[src/rtl/cpu_pkg.sv]
// Shared opcode and phase encodings for the 8-bit accumulator CPU.
// The ALU decodes the same opcode_t constants.
package cpu_pkg;

    typedef enum logic [2:0] {
        HLT = 3'b000,
        SKZ = 3'b001,
        ADD = 3'b010,
        AND = 3'b011,
        XOR = 3'b100,
        LDA = 3'b101,
        STO = 3'b110,
        JMP = 3'b111
    } opcode_t;

    typedef enum logic [2:0] {
        INST_ADDR  = 3'd0,
        INST_FETCH = 3'd1,
        INST_LOAD  = 3'd2,
        IDLE       = 3'd3,
        OP_ADDR    = 3'd4,
        OP_FETCH   = 3'd5,
        ALU_OP     = 3'd6,
        STORE      = 3'd7
    } phase_t;

    // Opcodes that read an operand from memory and write the accumulator.
    function automatic logic is_aluop(input opcode_t op);
        return (op == ADD) || (op == AND) || (op == XOR) || (op == LDA);
    endfunction

endpackage

[src/rtl/cpu_wait_timer.sv]
// Counts consecutive memory wait cycles and flags the cycle on which
// one more stall would exceed WAIT_MAX.
module cpu_wait_timer #(
    parameter int WAIT_MAX = 15
) (
    input  logic clk,
    input  logic rst_n,
    input  logic clr,
    input  logic inc,
    output logic expire
);

    localparam int W = $clog2(WAIT_MAX + 1);
    localparam logic [W-1:0] LIMIT = W'(WAIT_MAX - 1);

    logic [W-1:0] wait_cnt;

    always_ff @(posedge clk or negedge rst_n) begin
        if (!rst_n) begin
            wait_cnt <= '0;
        end else if (clr) begin
            wait_cnt <= '0;
        end else if (inc) begin
            wait_cnt <= wait_cnt + 1'b1;
        end
    end

    assign expire = inc && (wait_cnt == LIMIT);

endmodule

[src/rtl/cpu_controller.sv]
// Fixed 8-phase fetch/execute sequencer with memory wait states,
// HLT handling and a sticky bus-timeout halt.
module cpu_controller
    import cpu_pkg::*;
#(
    parameter int WAIT_MAX = 15
) (
    input  logic       clk,
    input  logic       rst_n,
    input  logic [2:0] opcode,
    input  logic       zero,
    input  logic       mem_rdy,
    output logic       sel,
    output logic       rd,
    output logic       wr,
    output logic       ld_ir,
    output logic       ld_ac,
    output logic       ld_pc,
    output logic       inc_pc,
    output logic       data_e,
    output logic       halt,
    output logic       bus_err,
    output logic [2:0] phase,
    output logic [7:0] instr_cnt
);

    phase_t  state;
    opcode_t op;
    logic    halted;
    logic    aluop;
    logic    wait_phase;
    logic    stall;
    logic    expire;
    logic    halt_dec;

    assign op         = opcode_t'(opcode);
    assign aluop      = is_aluop(op);
    assign wait_phase = (state == INST_FETCH) ||
                        (state == OP_FETCH && aluop) ||
                        (state == STORE && op == STO);
    assign stall      = wait_phase && !mem_rdy;
    assign phase      = state;
    assign halt       = halted || halt_dec;

    cpu_wait_timer #(
        .WAIT_MAX(WAIT_MAX)
    ) u_wait_timer (
        .clk   (clk),
        .rst_n (rst_n),
        .clr   (!halted && !stall),
        .inc   (!halted && stall),
        .expire(expire)
    );

    // Once halted, nothing but reset moves the sequencer or the retire count.
    always_ff @(posedge clk or negedge rst_n) begin
        if (!rst_n) begin
            state     <= INST_ADDR;
            halted    <= 1'b0;
            bus_err   <= 1'b0;
            instr_cnt <= '0;
        end else if (!halted) begin
            if (stall) begin
                if (expire) begin
                    bus_err <= 1'b1;
                    halted  <= 1'b1;
                end
            end else if (state == OP_ADDR && op == HLT) begin
                halted <= 1'b1;
            end else begin
                state <= phase_t'(state + 3'd1);
                if (state == STORE) begin
                    instr_cnt <= instr_cnt + 8'd1;
                end
            end
        end
    end

    always_comb begin
        sel      = 1'b0;
        rd       = 1'b0;
        wr       = 1'b0;
        ld_ir    = 1'b0;
        ld_ac    = 1'b0;
        ld_pc    = 1'b0;
        inc_pc   = 1'b0;
        data_e   = 1'b0;
        halt_dec = 1'b0;
        if (!halted) begin
            case (state)
                INST_ADDR: begin
                    sel = 1'b1;
                end
                INST_FETCH: begin
                    sel = 1'b1;
                    rd  = 1'b1;
                end
                INST_LOAD, IDLE: begin
                    sel   = 1'b1;
                    rd    = 1'b1;
                    ld_ir = 1'b1;
                end
                OP_ADDR: begin
                    inc_pc   = (op != HLT);
                    halt_dec = (op == HLT);
                end
                OP_FETCH: begin
                    rd = aluop;
                end
                ALU_OP: begin
                    rd     = aluop;
                    inc_pc = (op == SKZ) && zero;
                    ld_pc  = (op == JMP);
                    data_e = (op == STO);
                end
                STORE: begin
                    rd     = aluop;
                    ld_ac  = aluop;
                    ld_pc  = (op == JMP);
                    data_e = (op == STO);
                    wr     = (op == STO);
                end
                default: begin
                    sel = 1'b0;
                end
            endcase
        end
    end

endmodule

[config.mk]
export PLATFORM = sky130hd
export DESIGN_NAME = cpu_controller
export DESIGN_NICKNAME = d
export VERILOG_FILES = /design/src/rtl/cpu_pkg.sv /design/src/rtl/cpu_wait_timer.sv /design/src/rtl/cpu_controller.sv
export SDC_FILE = /design/constraint.sdc
export NUM_CORES = 1
export LEC_CHECK = 0
export ABC_AREA = 1
export CORE_MARGIN = 2
export CORE_UTILIZATION = 49
export DETAILED_ROUTE_END_ITERATION = 8
export GPL_ROUTABILITY_DRIVEN = 0
export HOLD_SLACK_MARGIN = 0.1
export PLACE_DENSITY = 0.77
export SLEW_MARGIN = 20
export SYNTH_ARGS = -nofsm -noshare
export SYNTH_HDL_FRONTEND = slang
export SYNTH_SLANG_ARGS = --single-unit
[constraint.sdc]
create_clock -name clk -period 2.04 [get_ports clk]
set_input_delay 0.408 -clock clk [delete_from_list [all_inputs] [get_ports clk]]
set_output_delay 0.408 -clock clk [all_outputs]
set_load 0.02 [all_outputs]
**Yosys cells after proc, flatten, opt, wreduce, memory -nomap -nowiden**

Index checks and enable logic that the tools add are counted.

- Bitwise operators: 3
- Add/subtract/negate cells: 3
- Muxes and demuxes: 24
- Reduce and logical (&&, ||, !) cells: 29
- Eq/ne operators: 15

Operator list:

| cell | count |
|---|---|
| == test 3 bit (second input constant) | 8 |
| two-way mux 1 bit | 20 |
| == test 3 x 2 -> 1 bit (second input constant) | 4 |
| adder 8 x 1 -> 8 bit (second input constant) | 1 |
| logical AND 1 bit | 8 |
| two-way mux 4 bit | 2 |
| == test 3 x 1 -> 1 bit (second input constant) | 2 |
| zero test 3 bit | 2 |
| logical OR 1 bit | 6 |
| AND reduction 3 bit | 2 |
| OR reduction 3 bit | 2 |
| adder 4 x 1 -> 4 bit (second input constant) | 1 |
| == test 4 bit (second input constant) | 1 |
| one-hot mux 1 bit (2 select lines) | 2 |
| AND reduction 4 bit | 1 |
| OR reduction 2 bit | 2 |
| OR reduction 4 bit | 1 |
| adder 3 x 1 -> 3 bit (second input constant) | 1 |
| zero test 1 bit | 3 |
| NOT 1 bit | 3 |
| nonzero test 3 bit | 1 |
| nonzero test 2 bit | 1 |

- Output and inout bits: 21
- Register bits: 17
- Bits of input ports: 7
- Word-level logic and storage cells: 79

**Logic depth before layout (Yosys ltp)**

- Depth in word-level cells: 13
- Gate-level depth with buffers: 9

**Hierarchy**

A second synthesis with hierarchy kept.

- Cell total of the unflattened synthesis: 160
- Area total of the unflattened synthesis: 1,208.7 um2

Modules (own cells, without submodules):

| module | seq. area each (um2) | cells each | area an instance (um2) | times used |
|---|---|---|---|---|
| cpu_controller | 325.3 | 133 | 987.2 | 1 |
| cpu_wait_timer | 100.1 | 27 | 221.5 | 1 |

**Worst setup path after synthesis**

Ideal clock, no wire load.

- Kind: flip-flop to output port
- Start point: register state[0], in the netlist phase[0]
- End point: output port ld_pc
- Arrival time: 1.675 ns
- Path slack: -0.043 ns
- Cell stages (with the launch flop): 6
- Cells stage by stage: dfrtp_1 ha_1 ha_1 buf_2 o21ai_0 nor3_1

- Longest elaborated chain between the ends: 4

RTL lines:

| element | line | source |
|---|---|---|
| start, declared | cpu_controller.sv:27 | `phase_t state;` |
| start signal, assigned | cpu_controller.sv:71 | `state <= phase_t'(state + 3'd1);` |
| == test 3 bit | cpu_controller.sv:90 | `case (state)` |
| OR reduction 2 bit (no line) (*) | - |  |
| two-way mux 1 bit (*) | - |  |
| two-way mux 1 bit (*) | cpu_controller.sv:89 | `if (!halted) begin` |
| end, declared | cpu_controller.sv:18 | `output logic ld_pc,` |

Mark *: on every way between the ends. The rest lies on a longest branch, timed or not.

**Worst setup path after layout**

- Start point: register state[0], in the netlist phase[0]
- End point: output port rd

- Longest elaborated chain between the ends: 4

RTL lines:

| element | line | source |
|---|---|---|
| == test 3 bit (tied with other cells) | cpu_controller.sv:90 |  |
| OR reduction 3 bit (no line) | - |  |
| one-hot mux 1 bit (2 select lines) (*) | cpu_controller.sv:90 |  |
| two-way mux 1 bit (*) | cpu_controller.sv:89 |  |
| end, declared | cpu_controller.sv:14 | `output logic rd,` |

Marks and branches as above.

==> metrics <==
crit path from=phase[0]$_DFFE_PN0P_; Core ar.=approximately 2200 um2; cts hold-fix bufs=0; YS warnings=0; die area=2810 um2; status=complete, no violations; ranking of synthesized cells by area=dfrtp_1, nand2_1, ha_1; Synth Instances=154; syn avg cell area=7.63 um2; vias in the first global route=roughly 1200; Compound-Gate Fraction of Synth Area=~5.6%; Clk pwr share=34.0%; WL per Instance=13.4 um; Critical Path End Type=output pin; worst slew pin tran=0.234 ns; detailed placement HPWL=2.26 mm; FILL cells=approximately 190; synth-to-layout area growth=37.2%; Clock Tree Buf Depth=2; Min-Delay Path Class=in -> async; Worst R2R Path Depth=9; min Tclk post-route=slightly above 2 ns; chip height=53.0 um; fraction of registers with async set/reset=100%; adder-cell share of the synthesized area=a little under a tenth; count leader, synth=nand2_1; Clk pin slew, worst setup/hold paths=around 0.11 ns; Initial Utilization=between 50% and 60%; CP startpoint kind=flop; Sequential Power Share=roughly three fifths; Hold Vio Cnt, Final=0; PortBufs=27; first drt pass iteration count=4; area taken by multi-input logic gates=between 700 and 800 um2; mux share of post-synthesis cell area=0%; Seq cells post-synth=17; Final Cycle Share=99.9%; largest net degree at the start of global routing=18; Pwr Total=approximately 0.00057 W; drt initial violations=16; Arrival @ worst endpoint=between 1.5 and 2 ns; Crit Reg-Reg Startpoint=phase[0]$_DFFE_PN0P_; fin nets=~210; GRT Residual Overflow=0; chip width=53.0 um; CTS Root Cell=clkbuf_4; Psw=0.000143 W; post-DR vias/cell=around 5.3; peak supply drop=roughly 0.00041 V; I/O Pins=28; max_cap viols=0; ANT nets after route=0; Rows=17; CTS buffer count=3; unrepaired setup endpoints after global routing=yes; internal power=about 0.00043 W; switching portion of total power=about 25%; DRC errors left=0; Worst-Skew Late Latency=0.30 ns; initial antenna violation count=0; dominant synthesized flop cell=dfrtp_1; Post-synth EDFFs=0; register area share after synthesis=36.2%; Antenna Cells=0; simple-gate share of the synthesized area=37.7%; Overall Global Routing Usage=24.5%; Power Density=about 350 nW/um2; Crit Path Class=reg -> out; CTS H-Tree Depth=1; Yosys cell types=25; relative slew slack=between 80% and 90%; first-pass GRT wire length=4.93 mm; Final Skew=slightly above 0.006 ns; crit-path max FO=3; worst hold slack=between 0.4 and 0.5 ns; fmax=between 400 and 500 MHz; clock sinks=17; Mapped Nets=between 150 and 200; drt total wl=just over 3 mm; main combinational cell family by area after synthesis=simple AND/OR/NAND/NOR gates; Reg area=425 um2; final setup vio count=0; Vias=1191; share of cells above drive strength 1=roughly 27%; Comb pwr share=6.4%; Synth Cell Area=between 1000 and 1500 um2; biggest area consumer among synthesized cells=dfrtp_1; Yosys top cell area share=a little over a third; Slew Limit Fails=0; most frequent cells after synthesis=nand2_1, dfrtp_1, inv_1; worst endpoint required time=around 1.6 ns; Pleak=0.806 nW; CTS tree=built; Post-Synth XOR/XNOR Area=2.98%
## layout make-up
cell class                      count  share of cell area, %
Multi-Input combinational cell    117                   43.9
Sequential cell                    17                   26.4
Timing Repair Buffer               43                   22.1
Inverter                           16                   3.73
Tap cell                           28                   2.17
Clock buffer                        3                   1.40
Clock inverter                      1                  0.311
## sequential cells by signal (all words and copies together), names as in the netlist
register and cells:
instr_cnt 8, u_wait_timer.wait_cnt 4, phase 3, bus_err 1, halted 1
## kinds of logic (layout without fill, tap and decap cells)
logic type               count (synthesis)  after routing
AO/OA/AOI/OAI                           12             12
flip-flops                              17             17
buffers and inverters                   20             63
adder cells (fa/ha/maj)                  9              9
AND/OR/NAND/NOR                         92             92
XOR/XNOR                                 4              4
## metrics by stage
step | setup TNS, ns | utilization [%] | instance area, um2 | setup slack [ns] | instances
CTS | 0 | 71.1 | 1590 | 0.00342 | 225
global route | -0.173 | 72.2 | 1610 | -0.0507 | 225
detailed placement | -2.46 | 70.3 | 1570 | -0.391 | 220
floorplan | 0 | - | 1180 | 0.105 | 154
finish | 0 | 72.2 | 1610 | 0.00268 | 225
global placement | -1.96 | 70.3 | 1570 | -0.324 | 220
## path summary, 6_finish.rpt
path | end | slack (ns)
max in group asynchronous | instr_cnt[6]$_DFFE_PN0P_ | 1.43
hold reg to reg | bus_err$_DFFE_PN0P_ | 0.49
setup reg to reg | instr_cnt[6]$_DFFE_PN0P_ | 0.20
hold / removal | bus_err$_DFFE_PN0P_ | 0.41
min in group clk | bus_err$_DFFE_PN0P_ | 0.49
setup / recovery | rd | 0.003
## power by group through the flow
stage / Sequential, W / Combinational (W) / Clock [W]
after floorplan: 0.000347 / 0.0000106 / 0
after global placement: 0.000347 / 0.0000354 / 0
after detailed placement: 0.000347 / 0.0000373 / 0
after CTS: 0.000340 / 0.0000369 / 0.000200
after global routing: 0.000341 / 0.0000402 / 0.000207
final: 0.000340 / 0.0000364 / 0.000194
## metal layers
layer | wire (um) | GRT usage, % | vias up | part of all wire (%)
met1 | 1280 | 28.0 | 570 | 42
li1 | - | - | 587 | -
met2 | 1580 | 45.4 | 30 | 52
met4 | 52 | 11.5 | 0 | 1.7
met3 | 112 | 2.26 | 4 | 3.7
met5 | 0 | 0 | - | 0
## cells in the final DEF, fill, tap and decap left out, drive strengths merged
cell / count
nand2: 53
buf: 24
dfrtp: 17
clkdlybuf4s50: 17
inv: 16
nand4: 11
nor2: 11
ha: 9
nand3: 8
a21oi: 7
xor2: 4
nand3b: 4
clkbuf: 3
o21ai: 3
nor3: 2
and3: 1
o21bai: 1
o2111ai: 1
and2: 1
or2: 1
clkinv: 1
dlygate4sd2: 1
clkdlybuf4s15: 1
## critical path, stage by stage, from the launching register on
cell and delay, ns:
dfrtp_1 0.42, ha_2 0.22, ha_4 0.16, a21oi_2 0.13, and2_4 0.18, a21oi_2 0.05, buf_4 0.16
## what timing repair did
| action | CTS | global route |
|---|---|---|
| pin swaps | 0 | 2 |
| endpoints found under the setup margin | 9 | 9 |
| resized for setup | 38 | 13 |
| buffers inserted | 1 | 0 |
| endpoints found under the hold margin | 0 | 0 |
Power figures use the tool's default switching activity.
